==> config.mk <==
export PLATFORM = sky130hd
export DESIGN_NAME = ped_button_request
export DESIGN_NICKNAME = d
export VERILOG_FILES = /design/src/rtl/ped_button_request.sv
export SDC_FILE = /design/constraint.sdc
export NUM_CORES = 1
export LEC_CHECK = 0
export BUFFER_PORTS_ARGS = -buffer_cell sky130_fd_sc_hd__buf_2
export CAP_MARGIN = 0
export CORE_MARGIN = 2
export CORE_UTILIZATION = 59
export CTS_CLUSTER_SIZE = 14
export DETAILED_ROUTE_END_ITERATION = 8
export PLACE_DENSITY = 0.86
export SLEW_MARGIN = 20
export SYNTH_ARGS = -nofsm -noshare
export SYNTH_HDL_FRONTEND = slang
export SYNTH_SLANG_ARGS = --single-unit
==> constraint.sdc <==
create_clock -name clk_i -period 4.6 [get_ports clk_i]
set_clock_uncertainty 0.05 [all_clocks]
set_input_delay 0.92 -clock clk_i [delete_from_list [all_inputs] [get_ports clk_i]]
set_output_delay 0.92 -clock clk_i [all_outputs]
set_load 0.02 [all_outputs]
==> src/rtl/ped_button_request.sv <==
// ped_button_request
//
// Pedestrian push-button front end for the traffic-light controller. The raw
// asynchronous button is synchronised (2 flops), debounced, and rising edges of
// the debounced level are treated as presses. A press in IDLE latches a request
// that is held until the controller acknowledges the start of the pedestrian
// phase. After that, a lockout window ignores all presses and acknowledges.
//
// Optional feature (compile-time macro PED_WAIT_BLINK_EN):
//   defined   - wait_led_o blinks in PENDING with half-period BLINK_CYCLES,
//               starting high on PENDING entry.
//   undefined - wait_led_o is steady high in PENDING and no blink logic exists.
//
// Parameters:
//   DEBOUNCE_CYCLES - stable synchronised samples needed to accept a level change (1..65535)
//   LOCKOUT_CYCLES  - cycles after acknowledge during which presses are ignored (1..65535)
//   BLINK_CYCLES    - half-period of the wait lamp blink, optional feature only (1..65535)
//
// Ports:
//   clk_i         - system clock
//   rst_i         - asynchronous active-high reset
//   button_i      - raw pedestrian button, asynchronous, active-high
//   ack_i         - controller pulse: pedestrian phase started
//   request_o     - latched pedestrian request (high in PENDING)
//   press_pulse_o - one-cycle strobe on each accepted press
//   wait_led_o    - pedestrian "wait" lamp
//   press_count_o - saturating count of accepted presses
//   busy_o        - high while in LOCKOUT

module ped_button_request #(
  parameter int unsigned DEBOUNCE_CYCLES = 16,
  parameter int unsigned LOCKOUT_CYCLES  = 64,
  parameter int unsigned BLINK_CYCLES    = 8
) (
  input  logic       clk_i,
  input  logic       rst_i,
  input  logic       button_i,
  input  logic       ack_i,
  output logic       request_o,
  output logic       press_pulse_o,
  output logic       wait_led_o,
  output logic [7:0] press_count_o,
  output logic       busy_o
);

  // Elaboration-time range checks on the configuration.
  if (DEBOUNCE_CYCLES < 1 || DEBOUNCE_CYCLES > 65535) begin : gen_bad_debounce
    $error("DEBOUNCE_CYCLES out of range 1..65535");
  end
  if (LOCKOUT_CYCLES < 1 || LOCKOUT_CYCLES > 65535) begin : gen_bad_lockout
    $error("LOCKOUT_CYCLES out of range 1..65535");
  end
  if (BLINK_CYCLES < 1 || BLINK_CYCLES > 65535) begin : gen_bad_blink
    $error("BLINK_CYCLES out of range 1..65535");
  end

  localparam logic [15:0] DebLast  = 16'(DEBOUNCE_CYCLES - 1);
  localparam logic [15:0] LockLast = 16'(LOCKOUT_CYCLES - 1);

  typedef enum logic [1:0] {
    StIdle    = 2'b00,
    StPending = 2'b01,
    StLockout = 2'b10
  } state_e;

  // ---------------------------------------------------------------------------
  // Two-flop synchroniser; the only place button_i is sampled.
  // ---------------------------------------------------------------------------
  logic sync1_q, sync2_q;

  always_ff @(posedge clk_i or posedge rst_i) begin
    if (rst_i) begin
      sync1_q <= 1'b0;
      sync2_q <= 1'b0;
    end else begin
      sync1_q <= button_i;
      sync2_q <= sync1_q;
    end
  end

  // ---------------------------------------------------------------------------
  // Debounce: count consecutive samples that differ from the accepted level.
  // Any sample that agrees with the accepted level restarts the count.
  // ---------------------------------------------------------------------------
  logic        deb_q, deb_d;
  logic [15:0] deb_cnt_q, deb_cnt_d;
  logic        press;

  always_comb begin
    deb_d     = deb_q;
    deb_cnt_d = deb_cnt_q;
    if (sync2_q == deb_q) begin
      deb_cnt_d = '0;
    end else if (deb_cnt_q >= DebLast) begin
      deb_d     = sync2_q;
      deb_cnt_d = '0;
    end else begin
      deb_cnt_d = deb_cnt_q + 16'd1;
    end
  end

  always_ff @(posedge clk_i or posedge rst_i) begin
    if (rst_i) begin
      deb_q     <= 1'b0;
      deb_cnt_q <= '0;
    end else begin
      deb_q     <= deb_d;
      deb_cnt_q <= deb_cnt_d;
    end
  end

  // Press is taken from the next-state level so that the FSM, the strobe and
  // the counter all update on the same edge as the debounced level rises.
  assign press = deb_d & ~deb_q;

  // ---------------------------------------------------------------------------
  // Request FSM
  // ---------------------------------------------------------------------------
  state_e      state_q, state_d;
  logic [15:0] lock_cnt_q, lock_cnt_d;
  logic        accept;

  always_comb begin
    state_d    = state_q;
    lock_cnt_d = lock_cnt_q;
    accept     = 1'b0;
    unique case (state_q)
      StIdle: begin
        if (press) begin
          state_d = StPending;
          accept  = 1'b1;
        end
      end
      StPending: begin
        // ack_i has priority: a press arriving on the same edge is simply ignored.
        if (ack_i) begin
          state_d    = StLockout;
          lock_cnt_d = LockLast;
        end
      end
      StLockout: begin
        if (lock_cnt_q == '0) begin
          state_d = StIdle;
        end else begin
          lock_cnt_d = lock_cnt_q - 16'd1;
        end
      end
      default: begin
        state_d = StIdle;
      end
    endcase
  end

  always_ff @(posedge clk_i or posedge rst_i) begin
    if (rst_i) begin
      state_q    <= StIdle;
      lock_cnt_q <= '0;
    end else begin
      state_q    <= state_d;
      lock_cnt_q <= lock_cnt_d;
    end
  end

  // ---------------------------------------------------------------------------
  // Press strobe and saturating press counter
  // ---------------------------------------------------------------------------
  logic       press_pulse_q;
  logic [7:0] press_count_q, press_count_d;

  always_comb begin
    press_count_d = press_count_q;
    if (accept && (press_count_q != 8'hFF)) begin
      press_count_d = press_count_q + 8'd1;
    end
  end

  always_ff @(posedge clk_i or posedge rst_i) begin
    if (rst_i) begin
      press_pulse_q <= 1'b0;
      press_count_q <= '0;
    end else begin
      press_pulse_q <= accept;
      press_count_q <= press_count_d;
    end
  end

  // ---------------------------------------------------------------------------
  // Wait lamp
  // ---------------------------------------------------------------------------
`ifdef PED_WAIT_BLINK_EN
  localparam logic [15:0] BlinkLast = 16'(BLINK_CYCLES - 1);

  logic [15:0] blink_cnt_q, blink_cnt_d;
  logic        blink_q, blink_d;

  // Phase restarts high on every state change so PENDING always opens lit.
  always_comb begin
    blink_cnt_d = blink_cnt_q;
    blink_d     = blink_q;
    if (state_d != state_q) begin
      blink_cnt_d = '0;
      blink_d     = 1'b1;
    end else if (state_q == StPending) begin
      if (blink_cnt_q >= BlinkLast) begin
        blink_cnt_d = '0;
        blink_d     = ~blink_q;
      end else begin
        blink_cnt_d = blink_cnt_q + 16'd1;
      end
    end
  end

  always_ff @(posedge clk_i or posedge rst_i) begin
    if (rst_i) begin
      blink_cnt_q <= '0;
      blink_q     <= 1'b1;
    end else begin
      blink_cnt_q <= blink_cnt_d;
      blink_q     <= blink_d;
    end
  end

  assign wait_led_o = (state_q == StPending) & blink_q;
`else
  assign wait_led_o = (state_q == StPending);
`endif

  // ---------------------------------------------------------------------------
  // Outputs (pure decodes of registered state; all zero in reset)
  // ---------------------------------------------------------------------------
  assign request_o     = (state_q == StPending);
  assign busy_o        = (state_q == StLockout);
  assign press_pulse_o = press_pulse_q;
  assign press_count_o = press_count_q;

endmodule

==> results_tabular.tex, run 1 <==
\begin{tabular}{lr}
\hline
Metric & Value \\
\hline
\multicolumn{2}{l}{\textbf{Final layout}} \\
\quad Fin nets & 210 \\
\quad Share of cells above drive strength 1 & between 10\% and 20\% \\
\quad Antenna diode count & 0 \\
\quad Area delta synth->final & 11.3\% \\
\multicolumn{2}{l}{\textbf{Die}} \\
\quad Die Y & roughly 63 um \\
\quad Initial core utilization & 61.0\% \\
\quad Ports & 16 \\
\quad Number of cell rows & 21 \\
\quad CORE AREA & between 0.003 and 0.004 mm2 \\
\quad Die ar. & about 0.0039 mm2 \\
\quad Floorplan die width & around 63 um \\
\multicolumn{2}{l}{\textbf{Run status}} \\
\quad Outcome & finished, final reports clean \\
\multicolumn{2}{l}{\textbf{Worst setup path}} \\
\quad Reg2reg end & lock\_cnt\_q[4] \\
\quad Kind of launch point of the worst setup path & register \\
\quad Top fanout value on the critical path & 6 \\
\quad Startpoint-to-endpoint class of the critical path & register to output port \\
\quad Launch instance of the worst register-to-register path & lock\_cnt\_q[0] \\
\quad Req. time, crit path & roughly 3.6 ns \\
\quad Depth of the worst register-to-register path & 6 \\
\quad Endpoint class of the critical path & output port \\
\quad Arrival @ worst endpoint & between 1 and 1.5 ns \\
\quad Flop-to-flop setup slack & $\sim$2.3 ns \\
\multicolumn{2}{l}{\textbf{Logic synthesis}} \\
\quad FF+latch count, synth & 46 \\
\quad Yosys cell types & 45 \\
\quad Synthesized cell area & just over 0.002 mm2 \\
\quad XOR/XNOR share of the synthesized area & 3.44\% \\
\quad Portion of netlist area occupied by mux cells & under 10\% \\
\quad Share of synthesized area occupied by flip-flops and latches & between 50 and 60\% \\
\quad Arithmetic-cell share of the synthesized area counting full adders, half adders and majority gates & 2.46\% \\
\quad Count of flip-flops with a built-in enable after synthesis & 0 \\
\quad Main flop type after synthesis & dfrtp\_1 \\
\quad Synth async-reset ratio & 100\% \\
\quad Synthesized-area fraction occupied by ao, oa, aoi and oai cells & approximately 10\% \\
\quad Post-synthesis average cell area & 11.8 um2 \\
\quad Synthesized instance count & 173 \\
\quad Main combinational cell family by area after synthesis & simple AND/OR/NAND/NOR gates \\
\quad Fraction of the mapped netlist area in simple logic gates & just over 20\% \\
\quad Number of warnings reported in the yosys synthesis log & 0 \\
\multicolumn{2}{l}{\textbf{STA}} \\
\quad Final setup viols & 0 \\
\quad Worst slew slack as a fraction of its limit & a little over three fifths \\
\quad Hold WS & between 0.3 and 0.4 ns \\
\quad Final hold violation count & 0 \\
\quad Highest clock rate & roughly 0.41 GHz \\
\quad Setup repair after global routing missed its margin & false \\
\quad Total negative slack & 0 ns \\
\quad Transition at the pin with the smallest max-transition slack & 0.553 ns \\
\quad Post-route fraction of the period consumed by the critical path & a little over half \\
\quad Max Transition Viols Final & 0 \\
\quad Final min period & around 2.5 ns \\
\multicolumn{2}{l}{\textbf{Min path}} \\
\quad Number of stages on the worst hold path & 0 \\
\quad Hold Startpoint & sync1\_q \\
\quad Hold endpoint & sync2\_q \\
\quad Class of the tightest hold or removal check & register to register \\
\multicolumn{2}{l}{\textbf{Routing}} \\
\quad Detailed-route vias per instance & around 5.7 \\
\quad Detailed Route WL & 3500 um \\
\quad Remaining design rule violation count & 0 \\
\quad WL/cell & between 10 and 15 um \\
\quad Post-detailed-route count of antenna-violating nets & 0 \\
\quad First-pass DRT Iterations & 4 \\
\quad Starting DRC count in detailed routing & roughly 120 \\
\quad Number of vias after detailed routing & 1,414 \\
\multicolumn{2}{l}{\textbf{Global routing}} \\
\quad First-pass GRT wire length & about 6400 um \\
\quad Via count of the first global-routing pass & approximately 1.5k \\
\quad Remaining Overflow, GRT & 0 \\
\quad Maximum number of pins on one net before global-route repair & 47 \\
\quad Number of antenna violations at the first check in global routing & 0 \\
\quad GR Util All Layers & between 20\% and 30\% \\
\multicolumn{2}{l}{\textbf{Clocking}} \\
\quad Cts repair resizes & 0 \\
\quad Clock Latency Late Sink & $\sim$0.36 ns \\
\quad TritonCTS clock tree & built \\
\quad Total number of H-tree levels & 2 \\
\quad Max Buffers Root-to-Sink & 2 \\
\quad Register clock-pin slew on the reported worst setup and hold paths & between 0.1 and 0.15 ns \\
\quad CTS sink cnt & 46 \\
\quad Post-CTS repair timing setup buffer count & 0 \\
\quad Clock Tree Root & clkbuf\_4 \\
\quad Quantity of hold-fixing buffers added after cts & 0 \\
\quad Total clock buffers created by CTS & 5 \\
\multicolumn{2}{l}{\textbf{Power}} \\
\quad Leakage & between 1 and 1.5 nW \\
\quad Cell Pwr Density & 294 mW/mm2 \\
\quad Max IR drop VDD & $\sim$0.19 mV \\
\multicolumn{2}{l}{\textbf{Placement}} \\
\quad HPWL Detailed & approximately 2500 um \\
\quad Port buffer count & 15 \\
\quad GPL Wtd Cong & slightly above 0.8 \\
\multicolumn{2}{l}{\textbf{Flow run}} \\
\quad Number of max-cap violations & 0 \\
\hline
\end{tabular}
==> where the power goes <==
part           switching (mW)  internal, mW
registers             0.00253         0.411
clock network           0.124         0.115
logic                 0.00983       0.00266
==> how the worst max path moves through the flow <==
stage | startpoint | endpoint | slack, ns | depth (start not counted)
final | state_q[0] | busy_o | 2.14 | 2
after global placement | lock_cnt_q[0] | lock_cnt_q[2] | 2.44 | 6
after floorplan | lock_cnt_q[0] | lock_cnt_q[2] | 2.50 | 7
after CTS | state_q[0] | busy_o | 2.14 | 2
after global routing | state_q[0] | busy_o | 2.04 | 2
after detailed placement | lock_cnt_q[0] | lock_cnt_q[2] | 2.37 | 6
==> layout make-up <==
type                            count  area (um2)
Sequential cell                    46        1150
Timing Repair Buffer               16        82.6
Tap cell                           46        57.6
Clock inverter                      2        37.5
Inverter                            4        15.0
Multi-Input combinational cell    129         878
Clock buffer                        6        41.3
Fill cell                         262        1070
==> cells in the mapped netlist, types with 2 or more instances <==
| cell type | instances | area share (%) |
|---|---|---|
| a21oi_1 | 5 | 1.2 |
| nor4b_1 | 3 | 1.3 |
| nand2b_1 | 3 | 0.92 |
| nor2b_1 | 2 | 0.61 |
| nor4_2 | 2 | 1.2 |
| o211ai_1 | 2 | 0.74 |
| nor3_1 | 7 | 1.7 |
| xor2_1 | 7 | 3.0 |
| a31oi_1 | 3 | 0.92 |
| mux2_1 | 2 | 1.1 |
| and4_1 | 2 | 0.86 |
| nand2_1 | 13 | 2.4 |
| mux2i_1 | 5 | 2.5 |
| mux2_2 | 2 | 1.1 |
| nand4_1 | 2 | 0.61 |
| or4_1 | 7 | 2.6 |
| nor2_1 | 10 | 1.8 |
| nand3_1 | 6 | 1.5 |
| ha_1 | 4 | 2.5 |
| a211oi_2 | 2 | 1.2 |
| inv_1 | 4 | 0.74 |
| nor4_1 | 8 | 2.5 |
| o31ai_1 | 5 | 1.8 |
| dfrtp_1 | 46 | 57 |
==> flip-flops by register name, indices dropped and copies added (netlist names) <==
register,cells
deb_cnt_q,16
lock_cnt_q,16
press_count_o,8
state_q,2
deb_q,1
press_pulse_o,1
sync1_q,1
sync2_q,1
==> placed cells by master, fill, tap and decap left out, types with 2 or more instances in the layout <==
master,instances
dfrtp_1,46
buf_2,15
nand2_1,13
conb_1,12
nor2_1,10
nor4_1,8
or4_1,7
nor3_1,7
xor2_1,7
nand3_1,6
o31ai_1,5
a21oi_1,5
mux2i_1,5
clkbuf_4,5
inv_1,4
ha_1,4
nand2b_1,3
nor4b_1,3
a31oi_1,3
and4_1,2
mux2_1,2
nor4_2,2
nand4_1,2
nor2b_1,2
mux2_2,2
a211oi_2,2
o211ai_1,2
==> kinds of logic after synthesis <==
family / after synthesis
XOR/XNOR: 8
AND/OR/NAND/NOR: 72
adder cells (fa/ha/maj): 4
AO/OA/AOI/OAI: 24
multiplexers: 9
other: 1
buffers and inverters: 9
flip-flops: 46
==> per-stage QoR <==
step | power [mW] | cell area, um2 | util [%] | std cells | setup WS [ns]
floorplan | 0.429 | 2080 | - | 184 | 2.50
global placement | 0.433 | 2180 | 65.5 | 241 | 2.44
detailed placement | 0.434 | 2180 | 65.5 | 241 | 2.37
CTS | 0.673 | 2260 | 67.8 | 249 | 2.14
global route | 0.698 | 2260 | 67.8 | 249 | 2.04
finish | 0.665 | 2260 | 67.8 | 249 | 2.14
==> worst max-delay path: stages (launching register included) <==
cell     delay [ns]
dfrtp_1        0.43
nor2b_1        0.44
buf_2          0.26
==> routing by layer <==
metal  up-vias  GRT usage [%]  wire (um)
li1        690              -          -
met4         0           7.22         47
met3         7           6.49        146
met5         -              0          0
met2        33           35.5       1830
met1       684           25.2       1470
Power figures use the tool's default switching activity.
==> run 2, diff against run 1 <==
--- a/config.mk
+++ b/config.mk
@@ -8,10 +8,10 @@
 export BUFFER_PORTS_ARGS = -buffer_cell sky130_fd_sc_hd__buf_2
 export CAP_MARGIN = 0
 export CORE_MARGIN = 2
-export CORE_UTILIZATION = 59
+export CORE_UTILIZATION = 58
 export CTS_CLUSTER_SIZE = 14
 export DETAILED_ROUTE_END_ITERATION = 8
-export PLACE_DENSITY = 0.86
+export PLACE_DENSITY = 0.84
 export SLEW_MARGIN = 20
 export SYNTH_ARGS = -nofsm -noshare
 export SYNTH_HDL_FRONTEND = slang
==> constraint.sdc (replaced) <==
create_clock -name clk_i -period 2.32 [get_ports clk_i]
set_clock_uncertainty 0.05 [all_clocks]
set_input_delay 0.464 -clock clk_i [delete_from_list [all_inputs] [get_ports clk_i]]
set_output_delay 0.464 -clock clk_i [all_outputs]
set_load 0.02 [all_outputs]
==> results_tabular.tex, run 2 (synthesized netlist as in run 1, its figures left out) <==
\begin{tabular}{lr}
\hline
Metric & Value \\
\hline
\multicolumn{2}{l}{\textbf{Run status}} \\
\quad Outcome & finished, final reports clean \\
\multicolumn{2}{l}{\textbf{Power}} \\
\quad Internal power summed over all cells & around 0.97 mW \\
\quad Leakage & roughly 1.0 nW \\
\quad Overall Power & approximately 1.2 mW \\
\quad P\_sw & $\sim$0.25 mW \\
\quad Share of total power in the clock network & between 30\% and 40\% \\
\quad Combinational group share of total power & under 10\% \\
\quad Cell Pwr Density & 544 mW/mm2 \\
\quad Sequential share of power & 67.1\% \\
\quad Switching fraction of total power & about a fifth \\
\quad Max IR drop VDD & 0.441 mV \\
\multicolumn{2}{l}{\textbf{Worst setup path}} \\
\quad Top fanout value on the critical path & 8 \\
\quad Arrival @ worst endpoint & 2.41 ns \\
\quad Kind of launch point of the worst setup path & register \\
\quad Launch instance of the worst register-to-register path & lock\_cnt\_q[13] \\
\quad Req. time, crit path & between 2 and 3 ns \\
\quad Startpoint-to-endpoint class of the critical path & register to register \\
\quad Launching instance or port of the critical path & lock\_cnt\_q[13] \\
\quad Endpoint class of the critical path & register \\
\multicolumn{2}{l}{\textbf{Routing}} \\
\quad Remaining design rule violation count & 0 \\
\quad WL/cell & between 10 and 15 um \\
\quad Post-detailed-route count of antenna-violating nets & 0 \\
\quad Starting DRC count in detailed routing & between 80 and 90 \\
\quad Detailed-route vias per instance & between 5 and 6 \\
\quad First-pass DRT Iterations & 4 \\
\quad Detailed Route WL & 3620 um \\
\quad Number of vias after detailed routing & 1,430 \\
\multicolumn{2}{l}{\textbf{Final layout}} \\
\quad Area delta synth->final & 10.5\% \\
\quad Fin nets & between 200 and 250 \\
\quad Fillers & between 200 and 300 \\
\quad Final core occ & between 60\% and 70\% \\
\quad Most used cells in the layout excluding fill and tap cells & dfrtp\_1, buf\_2, nand2\_1 \\
\quad Antenna diode count & 0 \\
\quad Area used by multi-input combinational logic & 881 um2 \\
\quad Share of cells above drive strength 1 & $\sim$16\% \\
\quad Non-filler instance count after layout & between 200 and 250 \\
\quad Register cell area after layout & around 0.0012 mm2 \\
\quad Most common cell after layout, fill and taps aside & dfrtp\_1 \\
\multicolumn{2}{l}{\textbf{Flow run}} \\
\quad Number of max-cap violations & 0 \\
\multicolumn{2}{l}{\textbf{STA}} \\
\quad Hold WS & about 0.17 ns \\
\quad Max Transition Viols Final & 0 \\
\quad Final setup viols & 0 \\
\quad Highest clock rate & $\sim$0.45 GHz \\
\quad Worst slew slack as a fraction of its limit & a little over three fifths \\
\quad Setup repair after global routing missed its margin & false \\
\quad Final min period & between 2 and 2.5 ns \\
\quad Transition at the pin with the smallest max-transition slack & between 0.5 and 0.6 ns \\
\quad Post-route fraction of the period consumed by the critical path & $\sim$95\% \\
\quad Total negative slack & 0 ns \\
\quad Final hold violation count & 0 \\
\multicolumn{2}{l}{\textbf{Clocking}} \\
\quad CTS sink cnt & between 40 and 50 \\
\quad Post-CTS repair timing setup buffer count & 0 \\
\quad Clock Latency Late Sink & about 0.35 ns \\
\quad Total number of H-tree levels & 2 \\
\quad Clock Tree Root & clkbuf\_4 \\
\quad Register clock-pin slew on the reported worst setup and hold paths & between 0.1 and 0.15 ns \\
\quad Total clock buffers created by CTS & 5 \\
\quad Max Buffers Root-to-Sink & 2 \\
\quad TritonCTS clock tree & built \\
\multicolumn{2}{l}{\textbf{Die}} \\
\quad CORE AREA & 0.00336 mm2 \\
\quad Die Y & approximately 63 um \\
\quad Ports & 16 \\
\quad Initial core utilization & 60.5\% \\
\quad Die ar. & about 0.0040 mm2 \\
\quad Floorplan die width & around 63 um \\
\quad Number of cell rows & 21 \\
\multicolumn{2}{l}{\textbf{Min path}} \\
\quad Class of the tightest hold or removal check & primary input to register \\
\quad Hold Startpoint & button\_i \\
\multicolumn{2}{l}{\textbf{Global routing}} \\
\quad GR Util All Layers & between 20\% and 30\% \\
\quad Via count of the first global-routing pass & 1,473 \\
\quad Maximum number of pins on one net before global-route repair & 47 \\
\quad First-pass GRT wire length & 6390 um \\
\quad Number of antenna violations at the first check in global routing & 0 \\
\quad Remaining Overflow, GRT & 0 \\
\multicolumn{2}{l}{\textbf{Placement}} \\
\quad Inst Count DP & roughly 240 \\
\quad Port buffer count & 15 \\
\quad HPWL Detailed & between 2000 and 3000 um \\
\quad GPL Wtd Cong & approximately 0.84 \\
\hline
\end{tabular}
==> run 2: changes by cell type in the layout (fill, tap and decap cells not counted), sizes merged <==
cell,previous run,this run
clkinv,0,1
clkinvlp,1,0
bufinv,1,0
clkbuf,6,7
==> run 2: final cells by class <==
type / count / area share, %
flip-flops and latches: 46 / 51.2
clock buffers: 7 / 2.45
well taps: 46 / 2.56
multi-input cells: 129 / 39.2
repair buffers: 16 / 3.67
clock inverters: 1 / 0.223
inverters: 4 / 0.668
==> run 2: metal layers <==
layer,routed length [um],up-vias,GRT usage (%),share of wire (%)
li1,-,691,-,-
met2,1910,23,37.4,53
met5,0,-,0,0
met4,69,0,11.1,1.9
met3,105,7,3.75,2.9
met1,1530,709,23.5,42
==> run 2: worst max-delay path: stages, from the launching register on <==
cell and delay [ns]:
dfrtp_1 0.43, or4_1 0.68, o41ai_4 0.63, o311ai_0 0.21, o41ai_1 0.10
==> run 2: repair_timing <==
action / 4_1_cts / 5_1_grt
gates resized for setup: 0 / 1
endpoints found under the setup margin: 0 / 10
hold buffers: 0 / 0
==> run 2: worst paths after layout <==
| path | depth (start not counted) | end | slack, ns |
|---|---|---|---|
| hold / removal | 1 | sync1_q | 0.17 |
| hold reg to reg | 0 | sync2_q | 0.32 |
| min in group asynchronous | 3 | lock_cnt_q[9] | 0.18 |
| setup / recovery | 4 | lock_cnt_q[7] | 0.10 |
| max in group asynchronous | 3 | lock_cnt_q[4] | 1.66 |
| setup reg to reg | 4 | lock_cnt_q[7] | 0.10 |
==> run 2: through the flow <==
stage,instance area [um2],setup slack (ns)
finish,2250,0.105
global route,2250,0.00526
CTS,2240,0.0233
detailed placement,2180,0.0476
global placement,2180,0.152
floorplan,2080,0.218
==> run 2: power groups by stage <==
| stage | Clock [mW] | Sequential, mW | Combinational (mW) |
|---|---|---|---|
| finish | 0.377 | 0.820 | 0.0251 |
| global placement | 0 | 0.834 | 0.0243 |
| floorplan | 0 | 0.834 | 0.0168 |
| CTS | 0.395 | 0.820 | 0.0252 |
| detailed placement | 0 | 0.835 | 0.0250 |
| global route | 0.431 | 0.821 | 0.0311 |
==> run 3, diff against run 2 <==
--- a/config.mk
+++ b/config.mk
@@ -5,13 +5,13 @@
 export SDC_FILE = /design/constraint.sdc
 export NUM_CORES = 1
 export LEC_CHECK = 0
-export BUFFER_PORTS_ARGS = -buffer_cell sky130_fd_sc_hd__buf_2
 export CAP_MARGIN = 0
 export CORE_MARGIN = 2
-export CORE_UTILIZATION = 58
+export CORE_UTILIZATION = 59
 export CTS_CLUSTER_SIZE = 14
 export DETAILED_ROUTE_END_ITERATION = 8
-export PLACE_DENSITY = 0.84
+export DONT_BUFFER_PORTS = 1
+export PLACE_DENSITY = 0.82
 export SLEW_MARGIN = 20
 export SYNTH_ARGS = -nofsm -noshare
 export SYNTH_HDL_FRONTEND = slang
==> results_tabular.tex, run 3 (synthesized netlist as in run 1, its figures left out) <==
\begin{tabular}{lr}
\hline
Metric & Value \\
\hline
\multicolumn{2}{l}{\textbf{Power}} \\
\quad P\_sw & $\sim$0.27 mW \\
\quad Share of total power in the clock network & between 30 and 40\% \\
\quad Leakage & slightly below 1 nW \\
\quad Cell Pwr Density & approximately 550 mW/mm2 \\
\quad Switching fraction of total power & $\sim$22\% \\
\quad Max IR drop VDD & 0.381 mV \\
\quad Sequential share of power & 67.6\% \\
\quad Internal power summed over all cells & 0.940 mW \\
\quad Combinational group share of total power & roughly 2.1\% \\
\multicolumn{2}{l}{\textbf{Global routing}} \\
\quad First-pass GRT wire length & 6420 um \\
\quad Via count of the first global-routing pass & around 1.5k \\
\quad Maximum number of pins on one net before global-route repair & 21 \\
\quad GR Util All Layers & a little over a fifth \\
\quad Remaining Overflow, GRT & 0 \\
\quad Number of antenna violations at the first check in global routing & 0 \\
\multicolumn{2}{l}{\textbf{Routing}} \\
\quad Detailed-route vias per instance & between 6 and 7 \\
\quad Remaining design rule violation count & 0 \\
\quad Post-detailed-route count of antenna-violating nets & 0 \\
\quad WL/cell & between 15 and 20 um \\
\quad First-pass DRT Iterations & 4 \\
\quad Number of vias after detailed routing & between 1k and 1.5k \\
\quad Detailed Route WL & roughly 3600 um \\
\quad Starting DRC count in detailed routing & around 110 \\
\multicolumn{2}{l}{\textbf{Clocking}} \\
\quad Total number of H-tree levels & 2 \\
\quad Max Buffers Root-to-Sink & 2 \\
\quad Register clock-pin slew on the reported worst setup and hold paths & between 0.1 and 0.15 ns \\
\quad TritonCTS clock tree & built \\
\quad Clock Latency Late Sink & between 0.3 and 0.4 ns \\
\quad Total clock buffers created by CTS & 5 \\
\quad Clock Tree Root & clkbuf\_4 \\
\quad CTS sink cnt & 46 \\
\multicolumn{2}{l}{\textbf{Die}} \\
\quad Floorplan die width & between 60 and 70 um \\
\quad Initial core utilization & about three fifths \\
\quad Ports & 16 \\
\quad Number of cell rows & 21 \\
\quad Die ar. & approximately 0.0039 mm2 \\
\quad Die Y & 62.7 um \\
\quad CORE AREA & approximately 0.0033 mm2 \\
\multicolumn{2}{l}{\textbf{STA}} \\
\quad Hold WS & roughly 0.077 ns \\
\quad Max Transition Viols Final & 0 \\
\quad Worst slew slack as a fraction of its limit & between 60\% and 70\% \\
\quad Post-route fraction of the period consumed by the critical path & 94.8\% \\
\quad Final min period & between 2 and 2.5 ns \\
\quad Setup repair after global routing missed its margin & false \\
\quad Min setup slack post-route & 0.121 ns \\
\quad Total negative slack & 0 ns \\
\quad Transition at the pin with the smallest max-transition slack & slightly above 0.5 ns \\
\quad Highest clock rate & about 0.45 GHz \\
\quad Final setup viols & 0 \\
\quad Final hold violation count & 0 \\
\multicolumn{2}{l}{\textbf{Worst setup path}} \\
\quad Top fanout value on the critical path & 9 \\
\quad Library cell contributing the largest single delay on the critical path & or4\_1 \\
\quad Depth of the worst register-to-register path & 4 \\
\quad Kind of launch point of the worst setup path & register \\
\quad Arrival @ worst endpoint & roughly 2.4 ns \\
\quad Cell-by-cell trace of the critical path & or4\_1 -> o41a\_1 -> a211oi\_2 -> a31oi\_1 \\
\quad Largest stage delay on the critical path & roughly 0.64 ns \\
\quad Startpoint-to-endpoint class of the critical path & register to register \\
\quad Req. time, crit path & 2.50 ns \\
\quad Endpoint class of the critical path & register \\
\multicolumn{2}{l}{\textbf{Final layout}} \\
\quad Share of cells above drive strength 1 & 11.4\% \\
\quad Fin nets & 200 \\
\quad Most common cell after layout, fill and taps aside & dfrtp\_1 \\
\quad Final core occ & about 66\% \\
\quad Most used cells in the layout excluding fill and tap cells & dfrtp\_1, nand2\_1, conb\_1 \\
\quad Antenna diode count & 0 \\
\quad Non-filler instance count after layout & 239 \\
\quad Area delta synth->final & 8.55\% \\
\multicolumn{2}{l}{\textbf{Min path}} \\
\quad Number of stages on the worst hold path & 0 \\
\quad Class of the tightest hold or removal check & primary input to register \\
\multicolumn{2}{l}{\textbf{Flow run}} \\
\quad Number of max-cap violations & 0 \\
\multicolumn{2}{l}{\textbf{Placement}} \\
\quad Port buffer count & 0 \\
\quad GPL Wtd Cong & between 0.8 and 0.9 \\
\quad HPWL Detailed & roughly 2600 um \\
\quad Worst-case setup slack after placement & 0.0694 ns \\
\quad Inst Count DP & roughly 230 \\
\multicolumn{2}{l}{\textbf{Run status}} \\
\quad Outcome & finished, final reports clean \\
\hline
\end{tabular}
[run 3: what timing repair did]
| item | 4_1_cts | 5_1_grt |
|---|---|---|
| buffers inserted | 0 | 1 |
| hold buffers | 1 | 0 |
| endpoints found under the hold margin | 9 | 0 |
| setup endpoints to repair | 0 | 10 |
| gates resized for setup | 0 | 1 |
[run 3: final timing paths]
kind	from	to	slack, ns
min in group asynchronous	rst_i	deb_cnt_q[7]	0.41
max in group asynchronous	rst_i	lock_cnt_q[2]	1.27
setup reg to reg	lock_cnt_q[4]	lock_cnt_q[2]	0.12
hold reg to reg	sync1_q	sync2_q	0.32
setup / recovery	lock_cnt_q[4]	lock_cnt_q[2]	0.12
hold / removal	button_i	sync1_q	0.08
[run 3: final cells by class]
cell class / count / area [um2]
inverters: 4 / 15.0
clock inverters: 2 / 13.8
multi-input cells: 129 / 882
fillers: 251 / 1130
clock buffers: 6 / 41.3
flip-flops and latches: 46 / 1150
repair buffers: 6 / 47.5
well taps: 46 / 57.6
[run 3: power groups by stage]
stage          clock, mW  sequential, mW  combinational, mW
2_1_floorplan          0           0.834             0.0168
3_3_place_gp           0           0.834             0.0232
3_5_place_dp           0           0.835             0.0247
4_1_cts            0.381           0.820             0.0261
5_1_grt            0.404           0.821             0.0313
6_report           0.367           0.820             0.0256
[run 3: routing by layer]
| layer | GRT usage, % | part of all wire (%) | routed length, um | up-vias |
|---|---|---|---|---|
| met2 | 34.9 | 52 | 1880 | 44 |
| met1 | 25.2 | 41 | 1480 | 719 |
| met4 | 9.72 | 1.6 | 57 | 0 |
| met3 | 5.41 | 5.1 | 182 | 8 |
| li1 | - | - | - | 666 |
| met5 | 0 | 0 | 0 | - |
[run 3: worst max-delay path, delay by kind of cell, from the launching register on]
family | cells | cell delay (ns)
flops | 1 | 0.46
simple gates | 1 | 0.64
compound gates | 3 | 0.92
[run 3: metrics by stage]
stage               power, mW  cell area (um2)
finish                   1.21             2210
global route             1.26             2210
CTS                      1.23             2200
detailed placement      0.860             2130
global placement        0.857             2130
floorplan               0.850             2080
